File: src/rtl/dump_engine.sv
// dump_engine: sends an 11-byte header followed by circular-buffer samples to a byte-wide UART.
// Optional feature: define DUMP_CRC_EN to append a CRC-8 byte after the payload.
`ifndef AW
`define AW 10
`endif
`ifndef PRE_SAMP
`define PRE_SAMP 16'd256
`endif
`ifndef POST_SAMP
`define POST_SAMP 16'd768
`endif
`ifndef HDR0
`define HDR0 8'hA5
`endif
`ifndef HDR1
`define HDR1 8'h5A
`endif
`ifndef VERSION
`define VERSION 8'h01
`endif

module dump_engine #(
  parameter int          AW   = `AW,
  parameter int          SW   = 1,
  parameter logic [15:0] PRE  = `PRE_SAMP,
  parameter logic [15:0] POST = `POST_SAMP
) (
  input  logic            clk,
  input  logic            rst_n,
  input  logic            start_dump,
  input  logic            abort,
  input  logic [AW-1:0]   start_addr,
  input  logic [15:0]     count,
  input  logic [7:0]      chan_mask,
  output logic [AW-1:0]   raddr,
  input  logic [8*SW-1:0] rdata,
  output logic            tx_start,
  output logic [7:0]      tx_data,
  input  logic            tx_busy,
  output logic            busy,
  output logic            done
);

  typedef enum logic [2:0] {
    S_IDLE,
    S_HDR,
    S_FETCH,
    S_LOAD,
    S_PAY,
    S_DONE
`ifdef DUMP_CRC_EN
    , S_CRC
`endif
  } state_t;

  state_t          state_q;
  logic [3:0]      idx_q;
  logic [1:0]      bidx_q;
  logic [15:0]     rem_q;
  logic [15:0]     count_q;
  logic [7:0]      mask_q;
  logic [8*SW-1:0] sample_q;
  logic [AW-1:0]   raddr_q;
  logic            tx_start_q;
  logic [7:0]      tx_data_q;
  logic            busy_q;
  logic            done_q;

  logic [7:0] hdr_byte;
  logic [7:0] out_byte;
  logic       can_send;
  logic       last_hdr;
  logic       last_byte;

  // A byte may only go out when the UART is idle and the previous cycle was not a strobe.
  assign can_send  = !tx_start_q && !tx_busy;
  assign last_hdr  = (idx_q == 4'd10);
  assign last_byte = (bidx_q == 2'(SW - 1));

  always_comb begin
    hdr_byte = 8'h00;
    case (idx_q)
      4'd0:    hdr_byte = `HDR0;
      4'd1:    hdr_byte = `HDR1;
      4'd2:    hdr_byte = `VERSION;
      4'd3:    hdr_byte = mask_q;
      4'd4:    hdr_byte = 8'(SW);
      4'd5:    hdr_byte = PRE[7:0];
      4'd6:    hdr_byte = PRE[15:8];
      4'd7:    hdr_byte = POST[7:0];
      4'd8:    hdr_byte = POST[15:8];
      4'd9:    hdr_byte = count_q[7:0];
      4'd10:   hdr_byte = count_q[15:8];
      default: hdr_byte = 8'h00;
    endcase
  end

`ifdef DUMP_CRC_EN
  logic [7:0] crc_q;
  logic [7:0] crc_d;

  function automatic logic [7:0] crc8_upd(input logic [7:0] c, input logic [7:0] d);
    logic [7:0] r;
    r = c ^ d;
    for (int i = 0; i < 8; i++) begin
      r = r[7] ? ({r[6:0], 1'b0} ^ 8'h07) : {r[6:0], 1'b0};
    end
    return r;
  endfunction

  always_comb begin
    out_byte = hdr_byte;
    if (state_q == S_PAY) out_byte = sample_q[7:0];
    if (state_q == S_CRC) out_byte = crc_q;
    crc_d = crc8_upd(crc_q, out_byte);
  end
`else
  always_comb begin
    out_byte = hdr_byte;
    if (state_q == S_PAY) out_byte = sample_q[7:0];
  end
`endif

  always_ff @(posedge clk) begin
    if (!rst_n) begin
      state_q    <= S_IDLE;
      idx_q      <= '0;
      bidx_q     <= '0;
      rem_q      <= '0;
      count_q    <= '0;
      mask_q     <= '0;
      sample_q   <= '0;
      raddr_q    <= '0;
      tx_start_q <= 1'b0;
      tx_data_q  <= '0;
      busy_q     <= 1'b0;
      done_q     <= 1'b0;
`ifdef DUMP_CRC_EN
      crc_q      <= '0;
`endif
    end else begin
      tx_start_q <= 1'b0;
      done_q     <= 1'b0;
      if (abort && state_q != S_IDLE) begin
        state_q <= S_IDLE;
        busy_q  <= 1'b0;
        idx_q   <= '0;
        bidx_q  <= '0;
        rem_q   <= '0;
      end else begin
        case (state_q)
          S_IDLE: begin
            if (start_dump) begin
              state_q <= S_HDR;
              busy_q  <= 1'b1;
              raddr_q <= start_addr;
              count_q <= count;
              rem_q   <= count;
              mask_q  <= chan_mask;
              idx_q   <= '0;
              bidx_q  <= '0;
`ifdef DUMP_CRC_EN
              crc_q   <= '0;
`endif
            end
          end
          S_HDR: begin
            if (can_send) begin
              tx_start_q <= 1'b1;
              tx_data_q  <= out_byte;
`ifdef DUMP_CRC_EN
              // Sync bytes are excluded from the checksum.
              if (idx_q >= 4'd2) crc_q <= crc_d;
`endif
              if (last_hdr) begin
                idx_q <= '0;
                if (rem_q != 16'd0) begin
                  state_q <= S_FETCH;
                end else begin
`ifdef DUMP_CRC_EN
                  state_q <= S_CRC;
`else
                  state_q <= S_DONE;
                  busy_q  <= 1'b0;
                  done_q  <= 1'b1;
`endif
                end
              end else begin
                idx_q <= idx_q + 4'd1;
              end
            end
          end
          S_FETCH: state_q <= S_LOAD;
          S_LOAD: begin
            sample_q <= rdata;
            rem_q    <= rem_q - 16'd1;
            bidx_q   <= '0;
            state_q  <= S_PAY;
          end
          S_PAY: begin
            if (can_send) begin
              tx_start_q <= 1'b1;
              tx_data_q  <= out_byte;
              sample_q   <= sample_q >> 8;
`ifdef DUMP_CRC_EN
              crc_q      <= crc_d;
`endif
              if (last_byte) begin
                if (rem_q != 16'd0) begin
                  raddr_q <= raddr_q + 1'b1;
                  state_q <= S_FETCH;
                end else begin
`ifdef DUMP_CRC_EN
                  state_q <= S_CRC;
`else
                  state_q <= S_DONE;
                  busy_q  <= 1'b0;
                  done_q  <= 1'b1;
`endif
                end
              end else begin
                bidx_q <= bidx_q + 2'd1;
              end
            end
          end
`ifdef DUMP_CRC_EN
          S_CRC: begin
            if (can_send) begin
              tx_start_q <= 1'b1;
              tx_data_q  <= out_byte;
              state_q    <= S_DONE;
              busy_q     <= 1'b0;
              done_q     <= 1'b1;
            end
          end
`endif
          S_DONE:  state_q <= S_IDLE;
          default: state_q <= S_IDLE;
        endcase
      end
    end
  end

  assign raddr    = raddr_q;
  assign tx_start = tx_start_q;
  assign tx_data  = tx_data_q;
  assign busy     = busy_q;
  assign done     = done_q;

endmodule

File: config.mk
export PLATFORM = sky130hd
export DESIGN_NAME = dump_engine
export DESIGN_NICKNAME = d
export VERILOG_FILES = /design/src/rtl/dump_engine.sv
export SDC_FILE = /design/constraint.sdc
export NUM_CORES = 1
export LEC_CHECK = 0
export BUFFER_PORTS_ARGS = -buffer_cell sky130_fd_sc_hd__buf_4
export CORE_UTILIZATION = 52
export CTS_BUF_LIST = sky130_fd_sc_hd__clkbuf_4 sky130_fd_sc_hd__clkbuf_8
export DETAILED_ROUTE_END_ITERATION = 10
export HOLD_SLACK_MARGIN = 0.12
export PLACE_DENSITY = 0.78
export SYNTH_ARGS = -nofsm -noshare
export SYNTH_HDL_FRONTEND = slang
export SYNTH_SLANG_ARGS = --single-unit
File: constraint.sdc
create_clock -name clk -period 2 [get_ports clk]
set_input_delay 0.5 -clock clk [delete_from_list [all_inputs] [get_ports clk]]
set_output_delay 0.5 -clock clk [all_outputs]
set_load 0.05 [all_outputs]
==> metrics.yaml, run 1 <==
synth.most_common_cell: "sky130_fd_sc_hd__dfxtp_1"
arrival_ns: 2.19
synthCells: 496
gr-usage-all-layers_pct: 28.6
port_buffers: 67
drc_errors: 0
effective_utilization_at_floorplan_pct: 54.0
most_used_flip_flop_cell_after_synthesis: "sky130_fd_sc_hd__dfxtp_1"
die_width_um: 89.0
fill_cells: 632
design.final.nets: 628
register_bit_total_from_synthesis: 78
synth_fp_nets: 547
wl_per_cell_um: 15.9
max_clock_freq_ghz: 0.514
layout_min_cycle_time_ns: 1.94
finalCoreUtilization_pct: 67.9
drt-initial-drc-count: 261
power-per-cell-area_mw_per_mm2: 869
synth-warning-count: 0
holdCritPathClass: "input pin to flop"
post_synth.cell_area_avg_um2: 7.94
core_area_mm2: 0.00729
num_antenna_cells: 0
routabilityCongestion: 0.930
route.antenna.remaining_nets: 0
drt_pass1_iterations: 4
slew_headroom_pct: 64.8
finClkSkew_ns: 0.0121
cts_tree: "yes"
cp-end-kind: "flop"
chipHeight_um: 89.0
cts_root_buffer: "sky130_fd_sc_hd__clkbuf_8"
layout_worst_path_cycle_share_pct: 97.2
clock_path_buffers: 2
grt_pass1_vias: 3837
yosys.cell_types.count: 60
std_cell_rows: 31
pin_count_of_the_biggest_net_entering_global_routing: 33
setup-violations-final: 0
worstSetupStartpointType: "flop"
ir_worst_vdd_v: 0.000502
synth_top_cells_by_count: "sky130_fd_sc_hd__dfxtp_1, sky130_fd_sc_hd__nand2_1, sky130_fd_sc_hd__a21oi_1"
globalRoute.totalOverflow: 0
clock_tree.htree_level_count: 3
dp_hpwl_um: 7780
synth.top_cell.area_share_pct: 39.6
global_route_wire_length_before_repair_um: 17500
tritoncts.num_buffers: 9
status: "finished, final reports clean"
synthTopCellsByArea: "sky130_fd_sc_hd__dfxtp_1, sky130_fd_sc_hd__a21oi_1, sky130_fd_sc_hd__nand2_1"
seq_area_frac_synth_pct: 39.6
layout-area-overhead-vs-synth_pct: 25.8
max_slew.worst_pin.slew_ns: 0.522
route.vias.total: 4119
synth_area_mm2: 0.00394
placement.setup.worst_slack_ns: -0.178
worst_slack_ns: 0.0557
detail_route.wirelength_um: 10800
worst-endpoint-required_ns: 2.24
pin_count: 68
cts_sinks: 78
post_route_cells_drive_above_1_share_pct: 27.0
slew_violations: 0
criticalPathCategory: "flop to flop"
clock_latency_ns: 0.35
dieArea_mm2: 0.00793
maxCapViolCount: 0
synth_largest_area_cell: "sky130_fd_sc_hd__dfxtp_1"
synthArstFlopShare_pct: 0
antenna_found_initial: 0
crit_path_max_fo: 8
number_of_flops_mapped_to_enable_cells_by_yosys: 0
avgViaCountPerCell: 6.05
finalHoldViolCount: 0
clk_transition_reported_paths_ns: 0.08
leakage_uw: 0.00196
[cells by family (layout without fill, tap and decap cells)]
kind of cell	count (synthesis)	count (layout)	share of synthesized area (%)
buf+inv	47	132	5.21
xor+xnor	1	1	0.222
simple gates	194	194	24.5
flops	78	78	39.6
compound gates	169	170	28.3
fa+ha+maj	4	4	1.27
mux	3	3	0.857
[state kept, by name, indices dropped and copies added, names as in the netlist]
register,cells
bidx_q,2
done,1
state_q,3
busy,1
mask_q,8
tx_start,1
tx_data,8
sample_q,8
rem_q,16
idx_q,4
raddr,10
count_q,16
[cells in the final DEF (no fill, tap or decap), types with 4 or more instances in the layout]
cell type	synthesis	final
sky130_fd_sc_hd__nor2b_1	10	10
sky130_fd_sc_hd__nand3_1	9	9
sky130_fd_sc_hd__nor3_1	7	7
sky130_fd_sc_hd__dfxtp_1	78	76
sky130_fd_sc_hd__a2bb2oi_1	4	4
sky130_fd_sc_hd__nand3b_1	5	5
sky130_fd_sc_hd__nor3b_1	6	4
sky130_fd_sc_hd__clkbuf_8	0	10
sky130_fd_sc_hd__o21ai_0	26	25
sky130_fd_sc_hd__a211oi_1	4	4
sky130_fd_sc_hd__nor2_1	46	46
sky130_fd_sc_hd__nand2b_1	5	5
sky130_fd_sc_hd__or3_1	6	6
sky130_fd_sc_hd__o22ai_1	5	5
sky130_fd_sc_hd__a21oi_1	60	58
sky130_fd_sc_hd__a32oi_1	4	4
sky130_fd_sc_hd__a22oi_1	16	16
sky130_fd_sc_hd__inv_1	10	9
sky130_fd_sc_hd__nand4_1	8	8
sky130_fd_sc_hd__a31oi_1	19	19
sky130_fd_sc_hd__nand2_1	69	69
sky130_fd_sc_hd__buf_4	1	104
sky130_fd_sc_hd__a21o_1	4	4
[critical path: stages (launching register included)]
cell and delay, ns:
sky130_fd_sc_hd__dfxtp_1 0.32, sky130_fd_sc_hd__inv_1 0.06, sky130_fd_sc_hd__ha_2 0.17, sky130_fd_sc_hd__or4bb_4 0.47
sky130_fd_sc_hd__o31a_4 0.31, sky130_fd_sc_hd__o21bai_4 0.23, sky130_fd_sc_hd__o211ai_2 0.22, sky130_fd_sc_hd__o31ai_2 0.08
[what timing repair did]
action	4_1_cts	5_1_grt
endpoints found under the setup margin	1	10
gates cloned	1	0
pin swaps	0	1
hold buffers	0	0
setup buffers	0	1
gates resized for setup	0	12
[power breakdown]
| group | switching (uW) | leakage, uW | internal [uW] |
|---|---|---|---|
| combinational | 825 | 0.00123 | 553 |
| sequential | 137 | 0.000638 | 1710 |
| clock | 585 | 0.0000927 | 499 |
[per-stage QoR]
| stage | hold WS (ns) | cells | setup TNS (ns) | instance area, um2 | total power [uW] |
|---|---|---|---|---|---|
| CTS | 0.393 | 680 | 0 | 4910 | 4270 |
| global placement | 0.446 | 663 | -0.808 | 4720 | 3150 |
| detailed placement | 0.449 | 663 | -1.17 | 4720 | 3190 |
| finish | 0.394 | 681 | 0 | 4950 | 4300 |
| floorplan | 0.431 | 496 | -0.160 | 3940 | 2710 |
| global route | 0.395 | 681 | -0.0202 | 4950 | 4520 |
[per-layer routing]
layer	track usage, %	vias up	part of all wire (%)
met5	0	-	0
met4	13.7	0	2.6
met3	4.34	24	5.8
met2	49.6	189	49
met1	35.0	1940	42
li1	-	1966	-
[cell type report]
class / instances / area, um2 / share of cell area [%]
well taps: 99 / 124 / 2.50
clock buffers: 11 / 145 / 2.93
clock inverters: 5 / 35.0 / 0.707
repair buffers: 106 / 821 / 16.6
multi-input cells: 372 / 2230 / 45.0
flip-flops and latches: 78 / 1560 / 31.6
inverters: 10 / 37.5 / 0.758
[path summary, 6_finish.rpt]
path	start	to	slack (ns)	depth (start not counted)
setup / recovery	bidx_q[1]	raddr[8]	0.06	7
hold / removal	chan_mask[7]	mask_q[7]	0.39	3
setup reg to reg	bidx_q[1]	raddr[8]	0.06	7
hold reg to reg	mask_q[1]	mask_q[1]	0.46	2
(Power assumes the default switching activity.)
==> run 2, diff against run 1 <==
- RECOVER_POWER: unset -> 25
==> metrics.yaml, run 2 (synthesized netlist as in run 1, its figures left out) <==
avgViaCountPerCell: 6.03
chipHeight_um: 89.0
antenna_found_initial: 0
pin_count: 68
tritoncts.num_buffers: 9
clock_latency_ns: 0.35
pin_count_of_the_biggest_net_entering_global_routing: 33
effective_utilization_at_floorplan_pct: 54.0
max_slew.worst_pin.slew_ns: 0.615
holdCritPathClass: "input pin to flop"
layout_worst_path_cycle_share_pct: 97.1
rr_worst_depth: 7
layout_min_cycle_time_ns: 1.94
clock_path_buffers: 2
std_cell_rows: 31
dp_hpwl_um: 7780
routabilityCongestion: 0.930
cts_tree: "yes"
ir_worst_vdd_v: 0.000501
final_common_cell: "sky130_fd_sc_hd__buf_4"
hold_path_startpoint: "chan_mask[7]"
whs_path_depth: 3
worstReg2RegEnd: "raddr[8]"
slew_headroom_pct: 59.2
leakage_uw: 0.00188
worstSetupStartpointType: "flop"
max_clock_freq_ghz: 0.515
layout_common_cells: "sky130_fd_sc_hd__buf_4, sky130_fd_sc_hd__dfxtp_1, sky130_fd_sc_hd__nand2_1, sky130_fd_sc_hd__a21oi_1, sky130_fd_sc_hd__nor2_1"
num_antenna_cells: 0
grt_pass1_vias: 3837
drt_pass1_iterations: 6
status: "finished, final reports clean"
route.antenna.remaining_nets: 0
cp-end-kind: "flop"
hold_path_end: "mask_q[7]"
dieArea_mm2: 0.00793
core_area_mm2: 0.00729
detail_route.wirelength_um: 10900
drc_errors: 0
globalRoute.totalOverflow: 0
cts_hold_bufs: 0
worst-endpoint-required_ns: 2.24
die_width_um: 89.0
finalHoldViolCount: 0
cts_root_buffer: "sky130_fd_sc_hd__clkbuf_8"
fin_total_pwr_uw: 4270
finClkSkew_ns: 0.0142
maxCapViolCount: 0
arrival_ns: 2.19
final_area_mm2: 0.00487
drt-initial-drc-count: 283
power-per-cell-area_mw_per_mm2: 877
port_buffers: 67
gr-usage-all-layers_pct: 28.6
finalCoreUtilization_pct: 66.8
setup-violations-final: 0
design.final.nets: 628
post_route_cells_drive_above_1_share_pct: 23.4
clock_tree.htree_level_count: 3
post_dp_cell_area_mm2: 0.00472
slew_violations: 0
criticalPathCategory: "flop to flop"
route.vias.total: 4109
setup.reg_to_reg.worst_slack_ns: 0.06
global_route_wire_length_before_repair_um: 17500
crit_path_max_fo: 8
reg2reg_from: "bidx_q[1]"
clk_transition_reported_paths_ns: 0.09
wl_per_cell_um: 16.0
layout-area-overhead-vs-synth_pct: 23.7
cts_sinks: 78
==> run 2: layout make-up <==
class / count / area, um2
inverter: 10 / 37.5
clock inverter: 5 / 35.0
tap: 99 / 124
clock buffer: 11 / 145
multi-input combinational: 372 / 2220
timing repair buffer: 106 / 746
fill: 652 / 2420
sequential: 78 / 1560
==> run 2: per-layer routing <==
layer / part of all wire [%] / vias up / global-route usage [%]
li1: - / 1963 / -
met1: 42 / 1923 / 35.0
met4: 2.8 / 0 / 13.7
met3: 6.5 / 26 / 4.34
met5: 0 / - / 0
met2: 49 / 197 / 49.6
==> run 2: timing repair <==
item | 4_1_cts | 5_1_grt
resized for setup | 0 | 12
setup buffers | 0 | 1
pin swaps | 0 | 1
endpoints found under the setup margin | 1 | 10
cloned | 1 | 0
==> run 2: through the flow <==
| stage | worst slack, ns | hold slack, ns | instances | setup TNS (ns) |
|---|---|---|---|---|
| after floorplan | -0.0534 | 0.431 | 496 | -0.160 |
| after global placement | -0.119 | 0.446 | 663 | -0.808 |
| after detailed placement | -0.178 | 0.449 | 663 | -1.17 |
| after CTS | 0.0124 | 0.393 | 680 | 0 |
| after global routing | -0.00653 | 0.395 | 681 | -0.0202 |
| final | 0.0574 | 0.395 | 681 | 0 |
==> run 2: power breakdown <==
part	total, uW	switching [uW]	internal [uW]
registers	1840	136	1710
clock network	1090	593	499
logic	1340	823	515
==> run 2: worst max path at each step <==
stage	from	endpoint	slack, ns	cells past startpoint
after floorplan	tx_busy	raddr[5]	-0.05	6
after global placement	tx_busy	raddr[9]	-0.12	6
after detailed placement	tx_busy	raddr[8]	-0.18	6
after CTS	bidx_q[0]	raddr[6]	0.01	7
after global routing	bidx_q[1]	raddr[2]	-0.007	7
final	bidx_q[1]	raddr[8]	0.06	7
==> run 2: critical path, stage by stage, from the launching register on <==
cell	delay (ns)
sky130_fd_sc_hd__dfxtp_1	0.32
sky130_fd_sc_hd__inv_1	0.06
sky130_fd_sc_hd__ha_2	0.17
sky130_fd_sc_hd__or4bb_4	0.47
sky130_fd_sc_hd__o31a_4	0.31
sky130_fd_sc_hd__o21bai_4	0.23
sky130_fd_sc_hd__o211ai_2	0.22
sky130_fd_sc_hd__o31ai_2	0.08
==> run 3, diff against run 2 <==
- BUFFER_PORTS_ARGS: -buffer_cell sky130_fd_sc_hd__buf_4 -> -buffer_cell sky130_fd_sc_hd__buf_2
- CORE_MARGIN: unset -> 2
==> metrics.yaml, run 3 (synthesized netlist as in run 1, its figures left out) <==
layout_worst_path_cycle_share_pct: 97.3
pin_count_of_the_biggest_net_entering_global_routing: 33
cts_tree: "yes"
num_antenna_cells: 0
core_area_mm2: 0.00729
drt-initial-drc-count: 213
cp-end-kind: "flop"
tritoncts.num_buffers: 9
design.final.nets: 629
final_area_mm2: 0.00483
post_route_cells_drive_above_1_share_pct: 23.5
ir_worst_vdd_v: 0.000569
die_width_um: 91.0
route.antenna.remaining_nets: 0
std_cell_rows: 31
cts_sinks: 78
slew_violations: 0
clock_path_buffers: 2
cp-endpoint: "raddr[5]"
worstReg2RegEnd: "raddr[5]"
layout.area.seq_mm2: 0.00156
clock_tree.htree_level_count: 3
slew_headroom_pct: 59.1
clk_transition_reported_paths_ns: 0.08
crit_path_max_fo: 8
finalHoldViolCount: 0
grt_pass1_vias: 3934
max_slew.worst_pin.slew_ns: 0.616
pin_count: 68
dp_hpwl_um: 7790
routabilityCongestion: 0.919
worst-endpoint-required_ns: 2.24
maxCapViolCount: 0
p_clk_share_pct: 31.2
fill_cells: 679
power-per-cell-area_mw_per_mm2: 957
net_switching_uw: 1560
worstSetupStartpointType: "flop"
layout_common_cells: "sky130_fd_sc_hd__dfxtp_1, sky130_fd_sc_hd__nand2_1, sky130_fd_sc_hd__a21oi_1, sky130_fd_sc_hd__buf_2, sky130_fd_sc_hd__nor2_1"
layout_min_cycle_time_ns: 1.95
multi_input_area_mm2: 0.00223
setup-violations-final: 0
global_route_wire_length_before_repair_um: 18300
drc_errors: 0
holdCritPathClass: "input pin to flop"
post_dp_cell_area_mm2: 0.00456
effective_utilization_at_floorplan_pct: 54.0
antenna_found_initial: 0
final_common_cell: "sky130_fd_sc_hd__dfxtp_1"
pwr-share-comb_pct: 29.1
chipHeight_um: 91.0
reg2reg_from: "bidx_q[0]"
fin_setup_tns_ns: 0
rr_worst_depth: 7
layout-area-overhead-vs-synth_pct: 22.7
route.vias.total: 4092
wl_per_cell_um: 16.1
p_sw_share_pct: 33.7
avgViaCountPerCell: 6.01
gr-usage-all-layers_pct: 26.6
globalRoute.totalOverflow: 0
power.sequential.fraction_pct: 39.7
cts_root_buffer: "sky130_fd_sc_hd__clkbuf_8"
drt_pass1_iterations: 4
status: "finished, final reports clean"
max_clock_freq_ghz: 0.514
leakage_uw: 0.00187
pint_uw: 3070
criticalPathCategory: "flop to flop"
crit_path_start: "bidx_q[0]"
finClkSkew_ns: 0.0104
dieArea_mm2: 0.00829
setup_repair_after_global_routing_missed_its_margin: "yes"
port_buffers: 67
arrival_ns: 2.19
clock_latency_ns: 0.35
setup.reg_to_reg.worst_slack_ns: 0.05
detail_route.wirelength_um: 11000
run 3: layout make-up:
class	count	share of cell area, %
multi-input cells	372	46.2
flip-flops and latches	78	32.3
repair buffers	107	13.1
clock buffers	10	2.85
well taps	99	2.56
clock inverters	5	2.20
inverters	10	0.776
run 3: per-layer routing:
metal	global-route usage [%]	share of wire (%)	vias to the layer above
met1	32.7	42	1931
met3	5.56	6.7	18
li1	-	-	1977
met5	0	0	-
met2	46.7	50	166
met4	7.70	1.2	0
run 3: how the worst min path moves through the flow:
stage,startpoint,endpoint,slack (ns),cells after the start
final,chan_mask[6],mask_q[6],0.38,3
after floorplan,mask_q[1],mask_q[1],0.43,2
after CTS,chan_mask[0],mask_q[0],0.37,3
after global routing,chan_mask[4],mask_q[4],0.37,3
after global placement,count_q[2],count_q[2],0.45,2
after detailed placement,count_q[2],count_q[2],0.45,2
run 3: power groups by stage:
stage	clock network, uW	logic [uW]	registers, uW
floorplan	0	718	2000
global placement	0	1260	1850
detailed placement	0	1300	1860
CTS	1470	1330	1820
global route	1530	1460	1850
finish	1440	1350	1840
run 3: metrics by stage:
| step | setup WS (ns) | hold WS [ns] | instances | total power, uW | util (%) |
|---|---|---|---|---|---|
| global placement | -0.110 | 0.446 | 665 | 3110 | 62.6 |
| global route | -0.0384 | 0.370 | 681 | 4840 | 66.3 |
| floorplan | -0.0534 | 0.431 | 496 | 2710 | - |
| finish | 0.0539 | 0.379 | 681 | 4630 | 66.3 |
| CTS | 0.0198 | 0.372 | 681 | 4620 | 66.2 |
| detailed placement | -0.175 | 0.448 | 665 | 3160 | 62.6 |
run 3: critical path, cell delays in order, from the launching register on:
cell and delay (ns):
sky130_fd_sc_hd__dfxtp_1 0.30, sky130_fd_sc_hd__inv_1 0.07, sky130_fd_sc_hd__ha_2 0.18, sky130_fd_sc_hd__or4bb_4 0.47, sky130_fd_sc_hd__o31a_4 0.31, sky130_fd_sc_hd__o21bai_4 0.23, sky130_fd_sc_hd__o211ai_2 0.19, sky130_fd_sc_hd__o31ai_2 0.08
run 3: timing repair:
| action | CTS | global route |
|---|---|---|
| resized for setup | 2 | 11 |
| endpoints found under the setup margin | 6 | 20 |
| cloned | 1 | 0 |
| hold buffers | 0 | 0 |
| pin swaps | 0 | 3 |
| setup buffers | 0 | 0 |
